`src/rtl/wb_queue.sv`:
```
// Write-back staging queue in front of the register file: buffers execute results,
// drains one per cycle into the RF write port. Optional forwarding enabled by WBQ_FWD_EN.
module wb_queue #(
  parameter int W     = 8,
  parameter int D     = 4,
  parameter int DEPTH = 2
) (
  input  logic         Clk,
  input  logic         Reset,
  input  logic         in_valid,
  output logic         in_ready,
  input  logic [1:0]   in_kind,
  input  logic [D-1:0] in_dest,
  input  logic [W-1:0] in_data,
  input  logic [D-1:0] in_cdest,
  input  logic         in_carry,
  input  logic         rf_hold,
  output logic         WriteEn,
  output logic         writeEnCarryOut,
  output logic [1:0]   addrFlag,
  output logic [D-1:0] Waddr,
  output logic [D-1:0] waddrCarryOut,
  output logic [W-1:0] DataIn,
  output logic         carryOutData,
  input  logic [D-1:0] rd_addr_a,
  input  logic [D-1:0] rd_addr_acc,
  output logic         fwd_hit_a,
  output logic         fwd_hit_acc,
  output logic [W-1:0] fwd_data_a,
  output logic [W-1:0] fwd_data_acc,
  output logic         empty
);

  localparam int PW = $clog2(DEPTH);
  localparam int CW = PW + 1;

  typedef struct packed {
    logic [1:0]   kind;
    logic [D-1:0] dest;
    logic [W-1:0] data;
    logic [D-1:0] cdest;
    logic         carry;
  } entry_t;

  entry_t        mem [DEPTH];
  entry_t        head;
  logic [PW-1:0] wr_ptr, rd_ptr;
  logic [CW-1:0] count;
  logic          has_entry, push, pop;

  assign has_entry = (count != '0);
  assign empty     = ~has_entry;
  assign in_ready  = (count < CW'(DEPTH));
  assign push      = in_valid & in_ready;
  assign pop       = WriteEn;
  assign head      = mem[rd_ptr];

  // Gating with Reset keeps a pending head from being written in the reset cycle.
  assign WriteEn         = has_entry & ~rf_hold & ~Reset;
  assign writeEnCarryOut = WriteEn & (^head.kind);
  assign addrFlag        = has_entry ? head.kind : 2'b00;
  assign Waddr           = (has_entry & head.kind[0]) ? head.dest : '0;
  assign waddrCarryOut   = has_entry ? head.cdest : '0;
  assign DataIn          = has_entry ? head.data : '0;
  assign carryOutData    = has_entry & head.carry;

  // NOTE: sequential state uses non-blocking assignments so every register samples pre-edge values.
  always_ff @(posedge Clk) begin
    if (Reset) begin
      wr_ptr <= '0;
      rd_ptr <= '0;
      count  <= '0;
    end else begin
      if (push) wr_ptr <= wr_ptr + PW'(1);
      if (pop)  rd_ptr <= rd_ptr + PW'(1);
      case ({push, pop})
        2'b10:   count <= count + CW'(1);
        2'b01:   count <= count - CW'(1);
        default: ;
      endcase
    end
  end

  // NOTE: entry storage has no reset; occupancy is tracked by count, so stale slots are never observed.
  always_ff @(posedge Clk) begin
    if (push) mem[wr_ptr] <= '{kind: in_kind, dest: in_dest, data: in_data,
                               cdest: in_cdest, carry: in_carry};
  end

`ifdef WBQ_FWD_EN
  // Walks oldest to youngest so the youngest match overwrites; carry beats data within an entry.
  function automatic logic [W:0] lookup(input logic [D-1:0] addr);
    logic [W:0]    res;
    logic [PW-1:0] idx;
    entry_t        e;
    // NOTE: every local gets a value before any conditional path, so no latch is implied.
    res = '0;
    for (int i = 0; i < DEPTH; i++) begin
      idx = rd_ptr + PW'(i);
      e   = mem[idx];
      if (CW'(i) < count) begin
        if ((^e.kind) && (e.cdest == addr))
          res = {1'b1, {(W-1){1'b0}}, e.carry};
        else if ((e.kind[0] ? e.dest : D'(0)) == addr)
          res = {1'b1, e.data};
      end
    end
    return res;
  endfunction

  assign {fwd_hit_a,   fwd_data_a}   = lookup(rd_addr_a);
  assign {fwd_hit_acc, fwd_data_acc} = lookup(rd_addr_acc);
`else
  logic unused_rd_addr;
  assign unused_rd_addr = ^{rd_addr_a, rd_addr_acc};
  assign fwd_hit_a    = 1'b0;
  assign fwd_hit_acc  = 1'b0;
  assign fwd_data_a   = '0;
  assign fwd_data_acc = '0;
`endif

endmodule
```
`config.mk`:
```
export PLATFORM = sky130hd
export DESIGN_NAME = wb_queue
export DESIGN_NICKNAME = d
export VERILOG_FILES = /design/src/rtl/wb_queue.sv
export SDC_FILE = /design/constraint.sdc
export NUM_CORES = 1
export LEC_CHECK = 0
export ABC_AREA = 1
export CELL_PAD_IN_SITES_DETAIL_PLACEMENT = 2
export CELL_PAD_IN_SITES_GLOBAL_PLACEMENT = 2
export CORE_ASPECT_RATIO = 2
export CORE_UTILIZATION = 26
export CTS_CLUSTER_DIAMETER = 120
export CTS_CLUSTER_SIZE = 30
export DETAILED_ROUTE_END_ITERATION = 6
export GPL_ROUTABILITY_DRIVEN = 0
export PLACE_DENSITY = 0.87
export SLEW_MARGIN = 20
export SYNTH_ARGS = -nofsm -noshare
export SYNTH_HDL_FRONTEND = slang
export SYNTH_SLANG_ARGS = --single-unit
export TNS_END_PERCENT = 10
```
`constraint.sdc`:
```
create_clock -name Clk -period 2.5 [get_ports Clk]
set_input_delay 0.25 -clock Clk [delete_from_list [all_inputs] [get_ports Clk]]
set_output_delay 0.25 -clock Clk [all_outputs]
set_load 0.02 [all_outputs]
```
==> flow_summary.toml <==
[status]
status = "completed"

[finish]
drive_gt1_share_pct = 8.000
finalNetCount = 256
finalNonFillerCells = 315
syn_to_final_growth_pct = 37.47
diodes = 0

[timing]
tns_ns = 0
finalMaxSlewViolations = 0
setup_violations = 0
fmax_ghz = 0.4326
finalCriticalPeriod_ns = 2.312
finalClockSkew_ns = 0.004089
fin_crit_sh_pct = 92.46
finalHoldViolations = 0
rsz0062_at_grt = "no"

[pwr]
swShare_pct = 26.05
switchingPower_uw = 568.0
irDropWorstVdd_mv = 0.2943
seq_power_share_pct = 40.4
p_clk_share_pct = 38.0
p_leak_nw = 0.9962
powerDensity_nw_per_um2 = 854.1
p_comb_share_pct = 21.6
internal_power_mw = 1.612

[grt]
grt_pass1_wl_um = 6603
grt_overflow = 0
grt_pass1_vias = 1443
antenna_found_initial = 0
grt_max_degree = 20
track_usage_pct = 12.37

[drt]
wl_per_cell_um = 13.62
avgViaCountPerCell = 4.143
ant_nets = 0
drc = 0
wl_um = 4289
vias = 1305
first_iter_violations = 11
dr.pass1.iters = 2

[yosys]
ys_top_cells_by_area = "edfxtp_1 61%, nand2_1 11%, buf_4 8.1%"
yosys.cell_types.count = 16
synthArstFlopShare_pct = 0
ys_top_cells_by_count = "54 x nand2_1, 38 x edfxtp_1, 20 x buf_4"
yosysTopAreaCellShare_pct = 61.46
yosysWarnings = 0
synth_edf_count = 38
syn_inst = 172
ys.flop_type = "edfxtp_1"
yosysMostFrequentCell = "nand2_1"
avgSynthCellArea_um2 = 10.80
ys_seq_area_share_pct = 66.85
yosysTopAreaCell = "edfxtp_1"
netlist_area_um2 = 1857
ys_seq_elements = 43

[min_path]
hp-start = "rd_ptr"
worstHoldPathType = "reg2reg"

[clock_tree]
numCtsBuffers = 5
cts_hold_buffers = 0
cts_setup_buffers = 0
cts.sinks = 43
post_cts_resize_count = 0
htree_levels = 2
cts_max_path_buffers = 2
cts_tree = "yes"
clock_latency_ns = 0.28
cts-root-buf = "clkbuf_16"
clk_pin_slew_ns = 0.06

[critical_path]
cp_common_cell = "nand2_1"
cpLargestDelayFamily = "buffers and inverters"
crit_required_ns = 2.25
end_kind = "primary output"
r2r-start = "count[1]"
path_buf_inv = 1
cp_slowest_cell = "clkdlybuf4s50_1"
critPathMaxStageDelay_ns = 0.63
cp_cell_sequence = "nand2_1 > o21ai_0 > nand2_1 > a21oi_1 > clkdlybuf4s50_1"
arrival_ns = 2.06
cp_max_fo = 11
path_class = "reg2out"
worst_setup_path_start_kind = "flop"

[die]
num_rows = 43
coreArea_um2 = 6940
start_util_pct = 26.75
ios = 72
dieWidth_um = 61.76
die_y_um = 121.5
die-area_um2 = 7504

[place]
io_buffers = 45
place_hpwl_um = 3237
dpl.cell_count = 307

[flow_run]
maxCapViolations = 0
path summary, 6_finish.rpt:
path | cells past startpoint | endpoint | slack (ns)
worst min-delay path | 2 | rd_ptr | 0.51
worst max register to register | 10 | count[1] | 0.85
worst min register to register | 2 | rd_ptr | 0.51
worst max-delay path | 5 | Waddr[2] | 0.19
cells in the final DEF, fill, tap and decap left out, types with 2 or more instances in the layout:
cell type        count
nand2_1             54
clkdlybuf4s50_1     45
edfxtp_1            38
a21oi_1             19
conb_1              18
inv_1               12
nor2_1              10
dfxtp_1              5
clkbuf_16            5
buf_4                5
o21ai_0              3
inv_2                2
nor2_2               2
bufinv_16            2
worst min-delay path: stages, from the launching register on:
cell	delay, ns
dfxtp_1	0.33
nor2_1	0.06
nor2_1	0.09
final cells by class:
type / instances / area (µm²)
clock buffer: 5 / 125.1
fill: 742 / 4388
tap: 90 / 112.6
sequential: 43 / 1241
clock inverter: 3 / 67.56
timing repair buffer: 50 / 488.0
inverter: 14 / 52.55
multi-input combinational: 110 / 465.4
registers in the layout (all words and copies together), names as in the netlist, named ones only:
name and count:
count 2, wr_ptr 1, rd_ptr 1, mem 38
power groups by stage:
stage	registers [mW]	clock network (mW)	logic, mW
global placement	0.891	0	0.464
CTS	0.882	0.855	0.485
floorplan	0.886	0	0.284
detailed placement	0.897	0	0.482
finish	0.880	0.829	0.471
global route	0.886	0.873	0.522
layer usage:
layer  vias up  routed length, µm  GRT usage, %
li1        632                  -             -
met4         0                 91         5.833
met1       619               1505         11.45
met3         7                243         2.878
met5         -                  0             0
met2        47               2448         23.45
cell families after synthesis:
logic type | share of synthesized area (%)
other cells | 0.2020
flops | 66.85
simple gates | 14.55
buf+inv | 11.79
compound gates | 5.930
fa+ha+maj | 0.6737
per-stage QoR:
step	setup slack (ns)	power (mW)	hold WS, ns	instance area [µm²]	util, %
floorplan	0.6789	1.170	0.3293	1921	-
detailed placement	0.4246	1.379	0.5026	2360	34.00
finish	0.1885	2.180	0.5110	2552	36.78
CTS	0.1100	2.221	0.5190	2552	36.78
global route	0.03422	2.281	0.5442	2552	36.78
global placement	0.5075	1.355	0.4812	2360	34.00
(Power assumes the default switching activity.)
